<file path="config.mk">
export PLATFORM = sky130hd
export DESIGN_NAME = req_enc8to3
export DESIGN_NICKNAME = d
export VERILOG_FILES = /design/src/rtl/req_enc8to3.sv
export SDC_FILE = /design/constraint.sdc
export NUM_CORES = 1
export LEC_CHECK = 0
export ABC_AREA = 1
export CELL_PAD_IN_SITES_DETAIL_PLACEMENT = 1
export CELL_PAD_IN_SITES_GLOBAL_PLACEMENT = 1
export CORE_ASPECT_RATIO = 1.25
export CORE_MARGIN = 10
export CORE_UTILIZATION = 28
export CTS_BUF_LIST = sky130_fd_sc_hd__clkbuf_8 sky130_fd_sc_hd__clkbuf_16
export DETAILED_ROUTE_END_ITERATION = 10
export GPL_TIMING_DRIVEN = 0
export HOLD_SLACK_MARGIN = 0.03
export PLACE_DENSITY = 0.83
export SYNTH_ARGS = -nofsm -noshare
export SYNTH_HDL_FRONTEND = slang
export SYNTH_SLANG_ARGS = --single-unit
export TNS_END_PERCENT = 10
</file>
<file path="constraint.sdc">
create_clock -name i_clock -period 1.8 [get_ports i_clock]
set_clock_uncertainty 0.15 [all_clocks]
set_input_delay 0.36 -clock i_clock [delete_from_list [all_inputs] [get_ports i_clock]]
set_output_delay 0.36 -clock i_clock [all_outputs]
set_load 0.02 [all_outputs]
</file>
<file path="src/rtl/req_enc8to3.sv">
// Registered 8-to-3 request encoder: sticky pending capture plus a valid/ack handshake on the index.
// Define REQ_ENC_ROUND_ROBIN_EN for round-robin selection; fixed lowest-index priority otherwise.
module req_enc8to3 (
    input  logic       i_clock,
    input  logic       i_reset,
    input  logic       i_en,
    input  logic [7:0] i_req,
    input  logic       i_ack,
    output logic [2:0] o_w,
    output logic       o_valid,
    output logic [7:0] o_pending,
    output logic       o_overflow
);

    logic [2:0] r_w;
    logic       r_valid;
    logic [7:0] r_p;
    logic       r_overflow;

    logic [7:0] w_set;
    logic       w_load;
    logic [2:0] w_sel;
    logic [7:0] w_clr;

    assign w_set  = i_req & {8{i_en}};
    // A new index may be presented when the slot is empty or being consumed this cycle.
    assign w_load = (!r_valid || i_ack) && (r_p != 8'h00);
    assign w_clr  = w_load ? (8'b0000_0001 << w_sel) : 8'h00;

`ifdef REQ_ENC_ROUND_ROBIN_EN
    logic [2:0] r_last;

    // Scan starts one past the last loaded index and wraps; reset value 7 makes the first scan start at 0.
    always_comb begin
        logic [2:0] v_idx;
        logic       v_found;
        w_sel   = 3'd0;
        v_found = 1'b0;
        v_idx   = 3'd0;
        for (int k = 1; k <= 8; k++) begin
            v_idx = r_last + 3'(k);
            if (!v_found && r_p[v_idx]) begin
                w_sel   = v_idx;
                v_found = 1'b1;
            end
        end
    end

    always_ff @(posedge i_clock) begin
        if (i_reset) begin
            r_last <= 3'b111;
        end else if (w_load) begin
            r_last <= w_sel;
        end
    end
`else
    // Descending loop so the lowest set index is the last assignment and wins.
    always_comb begin
        w_sel = 3'd0;
        for (int i = 7; i >= 0; i--) begin
            if (r_p[i]) begin
                w_sel = 3'(i);
            end
        end
    end
`endif

    always_ff @(posedge i_clock) begin
        if (i_reset) begin
            r_w        <= 3'b000;
            r_valid    <= 1'b0;
            r_p        <= 8'h00;
            r_overflow <= 1'b0;
        end else begin
            r_p        <= (r_p & ~w_clr) | w_set;
            r_overflow <= r_overflow | (|(w_set & r_p & ~w_clr));
            if (w_load) begin
                r_w     <= w_sel;
                r_valid <= 1'b1;
            end else if (r_valid && i_ack) begin
                r_valid <= 1'b0;
            end
        end
    end

    assign o_w        = r_w;
    assign o_valid    = r_valid;
    assign o_pending  = r_p;
    assign o_overflow = r_overflow;

endmodule

</file>
# ---- Yosys cells after proc, flatten, opt, wreduce, memory -nomap -nowiden
# Index checks and enable logic that the tools add are counted.
dict set report totals {
  regBits 13
}
dict set report classes {
  n_shift 1
  muxes 11
  bitwise 7
  reduce_logical 7
}
# operator count
set op_table {}
lappend op_table {{$and A8 B8 Y8} 4}
lappend op_table {{$mux W3} 8}
lappend op_table {{$mux W8} 1}
lappend op_table {{$not A8 Y8} 1}
lappend op_table {{$or A8 B8 Y8} 1}
lappend op_table {{$reduce_bool A8 Y1} 1}
lappend op_table {{$reduce_or A8 Y1} 1}
lappend op_table {{$shl A1 B3 Y8 const A} 1}
lappend op_table {{$logic_and A1 B1 Y1} 2}
lappend op_table {{$mux W1} 2}
lappend op_table {{$reduce_bool A2 Y1} 1}
lappend op_table {{$logic_not A1 Y1} 1}
lappend op_table {{$logic_or A1 B1 Y1} 1}
lappend op_table {{$or A1 B1 Y1} 1}

# ---- Logic depth before layout (Yosys ltp)
# Gate-level depths: netlist (run 1).
dict set report depth {
  word_depth 14
  depth_mapped 14
}

# ---- Worst setup path before layout (run 1)
# No wires, ideal clock.
dict set report synth_path {
  path_type {register to register}
  start {reg r_p[7], in the netlist o_pending[7]}
  end {reg r_overflow, in the netlist o_overflow}
  setup_time_ns 0.109
  arrival_time_ns 1.331
  required_time_ns 1.541
  slack_ns 0.210
  path_stages_with_launch 14
  path_buffers 0
  period_less_slack_ns 1.590
  cell_sequence {dfxtp_1 -> inv_1 -> nand2_1 -> nand2_1 -> nand2_1 -> nand2_2 -> nor2_2 -> nand2_1 -> nand3_1 -> nand2_1 -> nor2_1 -> nand4_1 -> nand2_1 -> inv_1}
}
dict set report synth_via {
  elab_chain_len 14
  elab_cells_between_ends 17
  classes_between {shift: 1; mux: 9; bitwise: 4; reduce/logical: 3}
}
# item line_no
set synth_lines {}
lappend synth_lines {{start, declared} 17} ;# logic [7:0] r_p;
lappend synth_lines {{start signal, assigned} 75} ;# r_p <= (r_p & ~w_clr) | w_set;
lappend synth_lines {{$mux W3 (8 in a row)} 61} ;# if (r_p[i]) begin
lappend synth_lines {{$shl A1 B3 Y8} 28} ;# assign w_clr = w_load ? (8'b0000_0001 << w_sel) : 8'h00;
lappend synth_lines {{$mux W8} 28}
lappend synth_lines {{$not A8 Y8} 76} ;# r_overflow <= r_overflow | (|(w_set & r_p & ~w_clr));
lappend synth_lines {{$and A8 B8 Y8 *} 76}
lappend synth_lines {{$reduce_or A8 Y1 *} 76}
lappend synth_lines {{$or A1 B1 Y1 *} 76}
lappend synth_lines {{end signal, assigned} 76}
lappend synth_lines {{end, declared} 18} ;# logic r_overflow;
# Mark *: on every way between the ends. The rest lies on a longest branch, timed or not.
# A chain may end at the register's enable or synchronous reset.

# ---- Worst setup path in the final report (run 1)
dict set report layout_path {
  start {reg r_p[5], in the netlist o_pending[5]}
  end {out o_pending[5]}
}
# item line_no
set layout_lines {}
lappend layout_lines {{end, declared} 11} ;# output logic [7:0] o_pending,
# No word-level cell between the ends.

==> impl_metrics.py, run 1 <==
metrics = {
    "logic_synthesis": {
        "syn_inst": 114,
        "yosys-top-cells-area": "dfxtp_1 38%, nand2_1 21%, inv_1 10%",
        "synthTopCellsByCount": "38 x nand2_1, 19 x inv_1, 14 x a21oi_1, 13 x dfxtp_1, 11 x nor2_1",
        "synth_top_area_share_pct": 37.8,
        "ys_seq_area_share_pct": 37.8,
        "syn_area_um2": 688,
        "ys_warn_count": 0,
        "synth-async-reset-ratio_pct": 0,
        "synth_seq_cells": 13,
        "ys_types": 13,
        "avgSynthCellArea_um2": 6.04,
        "synth_fp_nets": 126,
        "synth_top_area_cell": "dfxtp_1",
        "synthFlopType": "dfxtp_1",
        "synth-edff-count": 0,
        "yosysMostFrequentCell": "nand2_1",
    },
    "critical_path": {
        "cpPeakStageDelay_ns": 0.62,
        "cp.required_ns": 1.29,
        "timing.rr.start": "o_pending[6]",
        "path_max_fanout": 4,
        "end_kind": "output port",
        "crit_start": "o_pending[5]",
        "start_kind": "flip-flop",
        "r2r_slack_ns": 0.10,
        "crit_family": "buffers and inverters",
        "crit_chain": "clkdlybuf4s50_1",
        "crit_arrival_ns": 1.25,
        "path_class": "reg2out",
        "crit_slowest_cell": "clkdlybuf4s50_1",
        "path_buf_inv": 1,
    },
    "grt": {
        "track_usage_pct": 9.50,
        "antenna_found_initial": 0,
        "grt_max_degree": 11,
        "grt_pass1_wl_um": 3590,
        "grt_pass1_vias": 831,
        "grt_overflow": 0,
    },
    "detailed_routing": {
        "dr.pass1.iters": 4,
        "drc": 0,
        "drtIter0Drc": 14,
        "vias_per_cell": 4.56,
        "post_drt_wl_per_cell_um": 13.1,
        "routed_wirelength_um": 2310,
        "antenna_left": 0,
        "vias": 802,
    },
    "die": {
        "core_area_mm2": 0.00240,
        "die_area_mm2": 0.00485,
        "die_h_um": 75.4,
        "start_util_pct": 28.6,
        "dieWidth_um": 64.3,
        "row_count": 20,
        "io_pins": 25,
    },
    "place": {
        "placed_cell_area_um2": 960,
        "dpl.hpwl_um": 1790,
        "finalWeightedCongestion": 0.803,
        "place_ws_ns": -0.295,
        "port-buffer-count": 23,
        "place_inst": 170,
    },
    "sta": {
        "rsz0062_at_grt": "true",
        "finalMaxSlewViolations": 0,
        "finalSetupTns_ns": 0,
        "finalWorstSetupSlack_ns": 0.0439,
        "tightest_slew_ns": 0.509,
        "finalHoldViolCount": 0,
        "holdWs_ns": 0.318,
        "slew_headroom_pct": 66.1,
        "min_period_over_period_pct": 97.6,
        "setup_violations": 0,
        "fin_crit_ns": 1.76,
        "max_freq_mhz": 569,
    },
    "cells_and_area": {
        "area_growth_pct": 52.2,
        "finalNetCount": 156,
        "diodes": 0,
        "finalInstanceArea_mm2": 0.00105,
        "fin_cells": 176,
        "drive_above_1_share_pct": 9.79,
    },
    "power": {
        "leakagePower_nw": 0.519,
        "vdd_drop_max_uv": 530,
        "p_per_area_mw_per_mm2": 862,
    },
    "clock_tree": {
        "path_clk_slew_ns": 0.06,
        "cts-root-buf": "clkbuf_8",
        "cts_max_level": 1,
        "clock_path_buffers": 2,
        "hold_buffers": 0,
        "cts_made_buffers": 3,
        "insertion_delay_ns": 0.26,
        "cts_num_sinks": 13,
        "cts_tree": "yes",
    },
    "min_path": {
        "worstHoldStart": "o_w[2]",
        "hold_class": "reg2reg",
    },
    "run": {
        "maxCapViolCount": 0,
    },
    "outcome": {
        "outcome": "finished clean",
    },
}
==> sequential cells by signal, indices dropped and copies added (netlist names) <==
signal,cells
o_pending,8
o_w,3
o_overflow,1
o_valid,1
==> logic make-up after synthesis <==
family                 count (synthesis)  synth area share [%]
AND/OR/NAND/NOR                       62                  37.8
buffers and inverters                 22                  12.0
AO/OA/AOI/OAI                         17                  12.4
flip-flops                            13                  37.8
==> routing by layer <==
metal / global-route usage (%) / up-vias / wire length [um]
met4: 5.95 / 0 / 42
met1: 9.04 / 377 / 919
met5: 0 / - / 0
li1: - / 408 / -
met3: 3.82 / 3 / 122
met2: 16.9 / 14 / 1220
==> path summary, 6_finish.rpt <==
| check | endpoint | depth (start not counted) |
|---|---|---|
| setup reg to reg | o_overflow | 12 |
| hold / removal | o_w[2] | 2 |
| hold reg to reg | o_w[2] | 2 |
| setup / recovery | o_pending[5] | 1 |
==> cell type report <==
class                      instances  area [um2]
tap                               33        41.3
clock buffer                       3        41.3
timing repair buffer              25         245
clock inverter                     1        3.75
multi-input combinational         79         372
buffer                             2        7.51
inverter                          20        75.1
sequential                        13         262
fill                             343        1360
==> per-stage QoR <==
step / utilization, % / total power, mW
2_1_floorplan: - / 0.498
3_3_place_gp: 39.9 / 0.607
3_5_place_dp: 39.9 / 0.616
4_1_cts: 41.8 / 0.891
5_1_grt: 43.6 / 0.955
6_report: 43.6 / 0.903
==> repair_timing <==
item / CTS / global route
endpoints found under the setup margin: 5 / 3
resized for setup: 5 / 8
pin swaps: 0 / 1
setup buffers: 0 / 2
==> power breakdown <==
| part | switching, mW | leakage, nW | internal (mW) |
|---|---|---|---|
| combinational | 0.168 | 0.384 | 0.121 |
| clock | 0.122 | 0.0269 | 0.152 |
| sequential | 0.0226 | 0.108 | 0.317 |
| total | 0.313 | 0.519 | 0.590 |
==> placed cells by master, fill, tap and decap left out <==
master	count
nand2_1	38
inv_1	19
clkdlybuf4s50_1	17
a21oi_1	13
dfxtp_1	12
nor2_1	11
nand3_1	6
dlygate4sd2_1	4
o21ai_0	3
clkbuf_8	3
nor2_4	2
clkbuf_1	2
dlymetal6s2s_1	2
buf_4	2
nor2_2	1
nand2_2	1
clkinv_1	1
inv_2	1
nand3_4	1
a21oi_2	1
nand3_2	1
nand4_1	1
dfxtp_2	1
Note: power is estimated with default switching activity, not from simulation.
==> run 2, diff against run 1 <==
CTS_CLUSTER_DIAMETER = 100   (was not set)
HOLD_SLACK_MARGIN = not set   (was 0.03)
==> results of run 2 <==
Final layout, timing and power as in run 1 (identical DEF).
